`src/rtl/avalon_lda_queue_controller_pkg.sv`:
```
// Shared definitions for the queued line-draw accelerator controller:
// register map, MODE/STATUS bit positions, command layout, dispatcher states.
package lda_pkg;

   // Avalon word addresses
   localparam logic [2:0] ADDR_MODE     = 3'd0;
   localparam logic [2:0] ADDR_STATUS   = 3'd1;
   localparam logic [2:0] ADDR_GO       = 3'd2;
   localparam logic [2:0] ADDR_START    = 3'd3;
   localparam logic [2:0] ADDR_END      = 3'd4;
   localparam logic [2:0] ADDR_COLOR    = 3'd5;
   localparam logic [2:0] ADDR_DONE_CNT = 3'd6;
   localparam logic [2:0] ADDR_RSVD     = 3'd7;

   // MODE bits
   localparam int MODE_POLL_BIT   = 0;
   localparam int MODE_IRQ_EN_BIT = 1;

   // STATUS bits
   localparam int STAT_BUSY_BIT = 0;
   localparam int STAT_FULL_BIT = 1;
   localparam int STAT_OVF_BIT  = 2;
   localparam int STAT_IRQ_BIT  = 3;
   localparam int STAT_OCC_LSB  = 8;

   // Dispatcher states
   typedef enum logic [1:0] {IDLE = 2'd0, START = 2'd1, DRAW = 2'd2} lda_state_e;
   localparam logic [1:0] S_IDLE  = IDLE;
   localparam logic [1:0] S_START = START;
   localparam logic [1:0] S_DRAW  = DRAW;

   // Command layout at the default geometry; the controller builds the same
   // layout from its own X_W/Y_W/C_W parameters.
   localparam int LDA_X_W = 9;
   localparam int LDA_Y_W = 8;
   localparam int LDA_C_W = 3;
   typedef struct packed {
      logic [LDA_X_W-1:0] x0;
      logic [LDA_Y_W-1:0] y0;
      logic [LDA_X_W-1:0] x1;
      logic [LDA_Y_W-1:0] y1;
      logic [LDA_C_W-1:0] color;
   } lda_cmd_t;

endpackage

```
`src/rtl/avalon_lda_queue_controller_if.sv`:
```
// Avalon-MM slave bus of the line-draw controller, plus dispatcher state
// for observation.
// Handshake: a write completes on the first rising edge where s_write is high
// and s_waitrequest is low; the master holds address/data/s_write stable
// while s_waitrequest is high. Reads complete in the same cycle (s_readdata
// is combinational and 0 when s_read is low).
interface avalon_lda_queue_controller_if;
   logic [2:0]  s_address;
   logic        s_read;
   logic [31:0] s_readdata;
   logic        s_write;
   logic [31:0] s_writedata;
   logic        s_waitrequest;
   logic [1:0]  dbg_state;

   modport master (output s_address, s_read, s_write, s_writedata,
                   input  s_readdata, s_waitrequest, dbg_state);
   modport slave  (input  s_address, s_read, s_write, s_writedata,
                   output s_readdata, s_waitrequest, dbg_state);
endinterface

```
`src/rtl/avalon_lda_queue_controller_fifo.sv`:
```
// Synchronous command FIFO. A push while full is accepted only together with
// a pop in the same cycle (the slot being read is the one overwritten).
module lda_cmd_fifo #(
   parameter int W     = 8,
   parameter int DEPTH = 4
) (
   input  logic                     clk,
   input  logic                     reset,
   input  logic                     push,
   input  logic                     pop,
   input  logic [W-1:0]             din,
   output logic [W-1:0]             dout,
   output logic                     full,
   output logic                     empty,
   output logic [$clog2(DEPTH):0]   count
);
   localparam int AW = $clog2(DEPTH);

   logic [W-1:0]  mem [DEPTH];
   logic [AW-1:0] wr_ptr;
   logic [AW-1:0] rd_ptr;
   logic          do_push;
   logic          do_pop;

   assign do_pop  = pop && !empty;
   assign do_push = push && (!full || do_pop);
   assign dout    = mem[rd_ptr];
   assign full    = (count == (AW+1)'(DEPTH));
   assign empty   = (count == '0);

   // Storage, pointers and occupancy; everything clears on reset.
   always_ff @(posedge clk or posedge reset) begin
      if (reset) begin
         wr_ptr <= '0;
         rd_ptr <= '0;
         count  <= '0;
         for (int i = 0; i < DEPTH; i++) mem[i] <= '0;
      end else begin
         if (do_push) begin
            mem[wr_ptr] <= din;
            wr_ptr      <= wr_ptr + 1'b1;
         end
         if (do_pop) rd_ptr <= rd_ptr + 1'b1;
         case ({do_push, do_pop})
            2'b10:   count <= count + 1'b1;
            2'b01:   count <= count - 1'b1;
            default: ;
         endcase
      end
   end
endmodule

```
`src/rtl/avalon_lda_queue_controller.sv`:
```
// Avalon-MM front end for the line-draw accelerator: staging registers, a
// command FIFO fed by GO writes, and a dispatcher that hands one command at a
// time to the LDA and counts completions.
module avalon_lda_queue_controller
   import lda_pkg::*;
#(
   parameter int X_W   = 9,
   parameter int Y_W   = 8,
   parameter int C_W   = 3,
   parameter int DEPTH = 4,
   parameter int CNT_W = 16
) (
   input  logic                             clk,
   input  logic                             reset,
   avalon_lda_queue_controller_if.slave     bus,
   output logic                             o_irq,
   input  logic                             i_done,
   output logic                             o_start,
   output logic [X_W-1:0]                   o_x0,
   output logic [Y_W-1:0]                   o_y0,
   output logic [X_W-1:0]                   o_x1,
   output logic [Y_W-1:0]                   o_y1,
   output logic [C_W-1:0]                   o_color
);
   localparam int AW = $clog2(DEPTH);

   typedef struct packed {
      logic [X_W-1:0] x0;
      logic [Y_W-1:0] y0;
      logic [X_W-1:0] x1;
      logic [Y_W-1:0] y1;
      logic [C_W-1:0] color;
   } cmd_t;

   logic [1:0]     mode;
   logic [X_W-1:0] x0_q, x1_q;
   logic [Y_W-1:0] y0_q, y1_q;
   logic [C_W-1:0] color_q;
   logic           overflow;
   logic           irq_pend;
   logic [CNT_W-1:0] done_cnt;
   logic [1:0]     state;

   cmd_t           push_cmd, pop_cmd;
   logic           fifo_full, fifo_empty;
   logic [AW:0]    fifo_count;
   logic           wr_go, wr_status, pop, push, blocked, drop, draw_done;
   logic [31:0]    rdata;

   assign wr_go     = bus.s_write && (bus.s_address == ADDR_GO);
   assign wr_status = bus.s_write && (bus.s_address == ADDR_STATUS);
   assign pop       = (state == S_IDLE) && !fifo_empty;
   assign blocked   = wr_go && fifo_full && !pop;
   assign push      = wr_go && !blocked;
   assign drop      = blocked && mode[MODE_POLL_BIT];
   assign draw_done = (state == S_DRAW) && i_done;
   assign push_cmd  = {x0_q, y0_q, x1_q, y1_q, color_q};

   assign bus.s_waitrequest = blocked && !mode[MODE_POLL_BIT];
   assign bus.s_readdata    = rdata;
   assign bus.dbg_state     = state;
   assign o_start           = (state == S_START);
   assign o_irq             = irq_pend;

   lda_cmd_fifo #(.W($bits(cmd_t)), .DEPTH(DEPTH)) u_fifo (
      .clk   (clk),
      .reset (reset),
      .push  (push),
      .pop   (pop),
      .din   (push_cmd),
      .dout  (pop_cmd),
      .full  (fifo_full),
      .empty (fifo_empty),
      .count (fifo_count)
   );

   // MODE and staging registers take the masked write data directly.
   always_ff @(posedge clk or posedge reset) begin
      if (reset) begin
         mode    <= '0;
         x0_q    <= '0;
         y0_q    <= '0;
         x1_q    <= '0;
         y1_q    <= '0;
         color_q <= '0;
      end else if (bus.s_write) begin
         case (bus.s_address)
            ADDR_MODE:  mode <= bus.s_writedata[1:0];
            ADDR_START: begin
               x0_q <= bus.s_writedata[X_W-1:0];
               y0_q <= bus.s_writedata[X_W+Y_W-1:X_W];
            end
            ADDR_END: begin
               x1_q <= bus.s_writedata[X_W-1:0];
               y1_q <= bus.s_writedata[X_W+Y_W-1:X_W];
            end
            ADDR_COLOR: color_q <= bus.s_writedata[C_W-1:0];
            default: ;
         endcase
      end
   end

   // Sticky flags (set beats write-1-to-clear) and the completion counter.
   always_ff @(posedge clk or posedge reset) begin
      if (reset) begin
         overflow <= 1'b0;
         irq_pend <= 1'b0;
         done_cnt <= '0;
      end else begin
         if (drop)
            overflow <= 1'b1;
         else if (wr_status && bus.s_writedata[STAT_OVF_BIT])
            overflow <= 1'b0;

         if (draw_done && mode[MODE_IRQ_EN_BIT])
            irq_pend <= 1'b1;
         else if (wr_status && bus.s_writedata[STAT_IRQ_BIT])
            irq_pend <= 1'b0;

         if (bus.s_write && (bus.s_address == ADDR_DONE_CNT))
            done_cnt <= '0;
         else if (draw_done)
            done_cnt <= done_cnt + 1'b1;
      end
   end

   // Dispatcher: pop in IDLE, pulse start for one cycle, wait for done.
   always_ff @(posedge clk or posedge reset) begin
      if (reset) begin
         state   <= S_IDLE;
         o_x0    <= '0;
         o_y0    <= '0;
         o_x1    <= '0;
         o_y1    <= '0;
         o_color <= '0;
      end else begin
         case (state)
            S_IDLE: begin
               if (pop) begin
                  o_x0    <= pop_cmd.x0;
                  o_y0    <= pop_cmd.y0;
                  o_x1    <= pop_cmd.x1;
                  o_y1    <= pop_cmd.y1;
                  o_color <= pop_cmd.color;
                  state   <= S_START;
               end
            end
            S_START: state <= S_DRAW;
            S_DRAW:  if (i_done) state <= S_IDLE;
            default: state <= S_IDLE;
         endcase
      end
   end

   // Combinational read mux; idle bus reads as zero.
   always_comb begin
      rdata = '0;
      if (bus.s_read) begin
         case (bus.s_address)
            ADDR_MODE:     rdata[1:0] = mode;
            ADDR_STATUS: begin
               rdata[STAT_BUSY_BIT]         = !fifo_empty || (state != S_IDLE);
               rdata[STAT_FULL_BIT]         = fifo_full;
               rdata[STAT_OVF_BIT]          = overflow;
               rdata[STAT_IRQ_BIT]          = irq_pend;
               rdata[STAT_OCC_LSB +: 8]     = 8'(fifo_count);
            end
            ADDR_START:    rdata[X_W+Y_W-1:0] = {y0_q, x0_q};
            ADDR_END:      rdata[X_W+Y_W-1:0] = {y1_q, x1_q};
            ADDR_COLOR:    rdata[C_W-1:0]     = color_q;
            ADDR_DONE_CNT: rdata[CNT_W-1:0]   = done_cnt;
            default:       rdata = '0;
         endcase
      end
   end
endmodule
```
`src/flat_wrapper.sv`:
```
// flat-port wrapper written by rule: the top's interface ports become plain ports
module avalon_lda_queue_controller_flat import lda_pkg::*;
#(
   parameter int X_W   = 9,
   parameter int Y_W   = 8,
   parameter int C_W   = 3,
   parameter int DEPTH = 4,
   parameter int CNT_W = 16
)
  (clk, reset, o_irq, i_done, o_start, o_x0, o_y0, o_x1, o_y1, o_color, bus_s_address, bus_s_read, bus_s_write, bus_s_writedata, bus_s_readdata, bus_s_waitrequest, bus_dbg_state);
  avalon_lda_queue_controller_if bus_i ();
  input  logic clk;
  input  logic reset;
  output logic o_irq;
  input  logic i_done;
  output logic o_start;
  output logic [X_W-1:0] o_x0;
  output logic [Y_W-1:0] o_y0;
  output logic [X_W-1:0] o_x1;
  output logic [Y_W-1:0] o_y1;
  output logic [C_W-1:0] o_color;
  input wire logic [$bits(bus_i.s_address)-1:0] bus_s_address;
  input wire logic [$bits(bus_i.s_read)-1:0] bus_s_read;
  input wire logic [$bits(bus_i.s_write)-1:0] bus_s_write;
  input wire logic [$bits(bus_i.s_writedata)-1:0] bus_s_writedata;
  output wire logic [$bits(bus_i.s_readdata)-1:0] bus_s_readdata;
  output wire logic [$bits(bus_i.s_waitrequest)-1:0] bus_s_waitrequest;
  output wire logic [$bits(bus_i.dbg_state)-1:0] bus_dbg_state;
  assign bus_i.s_address = bus_s_address;
  assign bus_i.s_read = bus_s_read;
  assign bus_i.s_write = bus_s_write;
  assign bus_i.s_writedata = bus_s_writedata;
  assign bus_s_readdata = bus_i.s_readdata;
  assign bus_s_waitrequest = bus_i.s_waitrequest;
  assign bus_dbg_state = bus_i.dbg_state;
  avalon_lda_queue_controller #(.X_W(X_W), .Y_W(Y_W), .C_W(C_W), .DEPTH(DEPTH), .CNT_W(CNT_W)) u_core (.clk(clk), .reset(reset), .bus(bus_i), .o_irq(o_irq), .i_done(i_done), .o_start(o_start), .o_x0(o_x0), .o_y0(o_y0), .o_x1(o_x1), .o_y1(o_y1), .o_color(o_color));
endmodule
```
`config.mk`:
```
export PLATFORM = sky130hd
export DESIGN_NAME = avalon_lda_queue_controller_flat
export DESIGN_NICKNAME = d
export VERILOG_FILES = /design/src/rtl/avalon_lda_queue_controller_pkg.sv /design/src/rtl/avalon_lda_queue_controller_if.sv /design/src/rtl/avalon_lda_queue_controller_fifo.sv /design/src/rtl/avalon_lda_queue_controller.sv /design/src/flat_wrapper.sv
export SDC_FILE = /design/constraint.sdc
export NUM_CORES = 1
export LEC_CHECK = 0
export ABC_CLOCK_PERIOD_IN_PS = 21700
export CAP_MARGIN = 20
export CORE_MARGIN = 2
export CORE_UTILIZATION = 40
export DETAILED_ROUTE_END_ITERATION = 8
export PLACE_DENSITY = 0.67
export SLEW_MARGIN = 20
export SYNTH_ARGS = -nofsm -noshare
export SYNTH_HDL_FRONTEND = slang
export SYNTH_SLANG_ARGS = --single-unit
```
`constraint.sdc`:
```
create_clock -name clk -period 21.7 [get_ports clk]
set_input_delay 4.34 -clock clk [delete_from_list [all_inputs] [get_ports clk]]
set_output_delay 4.34 -clock clk [all_outputs]
set_load 0.03 [all_outputs]
```
==> metrics.md <==
| Metric | Value |
|---|---|
| Status | `finished, final reports clean` |
| First drt pass iteration count | `4` |
| Die X | `176.5 um` |
| Syn Inst Count | `839` |
| H-tree depth | `1` |
| Share of the synthesized area in the top cell type | `52.74%` |
| Fmax | `0.08430 GHz` |
| FP Rows | `63` |
| DRT antenna net count | `0` |
| Worst setup SP type | `primary input` |
| Hold/Removal Path Class | `reg2reg` |
| Worst vdd ir | `72.02 uV` |
| Avg Inst Size Synth | `14.19 sq um` |
| Clk Latency, worst-skew pair | `0.53 ns` |
| RSZ-0062 raised after global routing | `false` |
| Die area | `0.03117 sq mm` |
| Vias per inst | `5.203` |
| Gpl congestion | `0.8169` |
| Synth unique cells | `55` |
| Cell with the most instances after synthesis | `dfrtp_1` |
| Vias in the first global route | `7193` |
| Tcrit/Tclk final | `54.66%` |
| Max-slew violation count | `0` |
| EDFF count, synth | `0` |
| Synthesized area | `0.01191 sq mm` |
| Routed WL per cell | `20.19 um` |
| Crit Path Max Fanout | `16` |
| Synth area leaders | `dfrtp_1 53%, mux2_4 15%, mux4_2 7.0%` |
| DRC | `0` |
| First-pass GRT wire length | `42.73 mm` |
| DP Wirelength | `16.70 mm` |
| Hold Buf Count CTS | `0` |
| Die height | `176.5 um` |
| Gr usage total | `17.62%` |
| Clock-pin transition on the worst setup and hold timing paths | `0.06 ns` |
| Skew final | `0.01278 ns` |
| Arrival time worst endpoint | `7.52 ns` |
| Final wirelength | `26.69 mm` |
| Core area | `0.02948 sq mm` |
| DR vias | `6879` |
| Worst endpoint required time | `17.36 ns` |
| CTS sink cnt | `251` |
| Synth area leader | `dfrtp_1` |
| Ys flop type | `dfrtp_1` |
| Hold path cells | `2` |
| P&R area growth vs syn | `16.16%` |
| Share of cells above drive strength 1 | `31.12%` |
| Placed instance area | `0.01285 sq mm` |
| Largest net degree at the start of global routing | `89` |
| Post CTS Setup Buffer Count | `0` |
| Commonest cells post-synth | `251 x dfrtp_1, 123 x nand2_1, 120 x mux2_4, 67 x mux2_2, 37 x mux4_2` |
| PortBufs | `83` |
| Worst r2r path cells | `9` |
| Initial antenna violation count | `0` |
| Worst-margin pin slew | `1.071 ns` |
| Post-CTS Resized | `0` |
| Ports | `114` |
| Final hold vios | `0` |
| Ys async rst share | `100.0%` |
| Detailed Route Iter0 Violations | `380` |
| Max_cap viols | `0` |
| Warnings from Yosys | `0` |
| Sequential element share of the synthesized area | `52.74%` |
| FF+latch count, synth | `251` |
| TritonCTS clock tree | `done` |
| Crit. End Element | `primary output` |
| Setup TNS | `0 ns` |
| Kind of critical path | `in2out` |
| CTS max path bufs | `3` |
| Final setup fails | `0` |
| Clock root cell | `clkbuf_16` |
| Overflow after GRT | `0` |
| Relative max-transition margin | `28.52%` |
| Inserted Clock Buffers | `27` |
| Diodes inserted | `0` |
| Pwr dens | `131.2 mW/mm^2` |
| Min cycle time layout | `11.86 ns` |
| Core Util, Final | `46.92%` |
| Net count reported at finish | `961` |
| Initial Util | `40.40%` |
| Fin area | `0.01383 sq mm` |
| Pleak | `6.598 nW` |
final timing paths:
path,startpoint,endpoint,slack (ns)
hold / removal,u_core.o_x1[3]$_DFFE_PP0P_,u_core.o_x1[3]$_DFFE_PP0P_,0.47
setup reg to reg,u_core.bus.dbg_state[0]$_DFFE_PP0P_,u_core.u_fifo.count[2]$_DFFE_PP0P_,18.95
setup / recovery,bus_s_address[2],bus_s_readdata[15],9.84
hold reg to reg,u_core.o_x1[3]$_DFFE_PP0P_,u_core.o_x1[3]$_DFFE_PP0P_,0.47
max in group asynchronous,reset,u_core.done_cnt[7]$_DFFE_PP0P_,15.54
min in group asynchronous,reset,u_core.o_y0[1]$_DFFE_PP0P_,4.30
logic make-up after synthesis:
| kind of cell | count (synthesis) | share of synthesized area [%] |
|---|---|---|
| DFF | 251 | 52.74 |
| other | 1 | 0.03149 |
| and+or+nand+nor | 203 | 8.069 |
| adders and majority gates | 8 | 0.9035 |
| xor gates and xnor gates | 16 | 1.177 |
| muxes | 233 | 29.22 |
| AOI/OAI and AO/OA | 55 | 3.320 |
| buffers and inverters | 72 | 4.539 |
cell usage in the layout (no fill, tap or decap), types with 5 or more instances in the layout:
| cell type | synthesis | layout |
|---|---|---|
| nand3_1 | 7 | 7 |
| ha_1 | 7 | 7 |
| nor2b_1 | 9 | 8 |
| bufinv_16 | 0 | 6 |
| mux2_4 | 120 | 120 |
| clkdlybuf4s50_1 | 0 | 83 |
| inv_1 | 13 | 12 |
| conb_1 | 1 | 15 |
| clkbuf_16 | 0 | 27 |
| xnor2_1 | 12 | 12 |
| dfrtp_1 | 251 | 250 |
| mux2_2 | 67 | 67 |
| nand2_1 | 123 | 123 |
| a21oi_1 | 8 | 8 |
| buf_4 | 16 | 5 |
| o21ai_0 | 7 | 7 |
| nor2_1 | 24 | 23 |
| a22oi_1 | 13 | 13 |
| mux4_2 | 37 | 37 |
| or3_1 | 6 | 6 |
| a22o_1 | 12 | 12 |
| clkinv_2 | 0 | 5 |
| mux2i_1 | 9 | 9 |
stage by stage:
step	total power, mW	hold WS [ns]	worst slack (ns)	cells
floorplan	1.159	0.4668	10.46	853
global placement	1.311	0.4615	9.797	1274
detailed placement	1.330	0.4623	9.787	1274
CTS	1.831	0.4771	9.761	1322
global route	1.916	0.5029	9.771	1322
finish	1.815	0.4716	9.838	1322
worst max-delay path, stage by stage:
cell	delay, ns
clkdlybuf4s50_1	0.88
nand2b_1	0.34
nor2_1	0.73
a22oi_1	0.16
nor2_1	0.32
clkdlybuf4s50_1	0.74
final cells by class:
class | count | area (sq um)
clock buffer | 32 | 724.4
clock inverter | 16 | 244.0
fill | 2617 | 15650
inverter | 13 | 56.30
multi-input combinational | 530 | 5147
sequential | 251 | 6282
tap | 390 | 488.0
timing repair buffer | 90 | 890.9
flip-flops by register name (all words and copies together) (netlist names):
register / count
u_core.u_fifo.wr_ptr: 2
u_core.mode: 2
u_core.u_fifo.count: 3
u_core.o_x0: 9
u_core.o_x1: 9
u_core.o_color: 3
u_core.o_y0: 8
u_core.x1_q: 9
u_core.u_fifo.mem: 148
u_core.o_irq: 1
u_core.x0_q: 9
u_core.overflow: 1
u_core.bus.dbg_state: 2
u_core.done_cnt: 16
u_core.color_q: 3
u_core.y0_q: 8
u_core.u_fifo.rd_ptr: 2
u_core.y1_q: 8
u_core.o_y1: 8
metal layers:
metal / wire length (um) / GRT usage [%]
met1: 12970 / 26.47
met2: 12070 / 27.33
met3: 1034 / 2.347
met4: 617 / 3.822
met5: 0 / 0
power breakdown:
group          total (mW)  leakage [nW]  switching, mW  internal [mW]
registers           0.736          3.26          0.114          0.621
logic               0.582          2.87          0.268          0.314
clock network       0.497         0.466          0.188          0.309
total                1.82          6.60          0.571           1.24
Note: power is estimated with default switching activity, not from simulation.
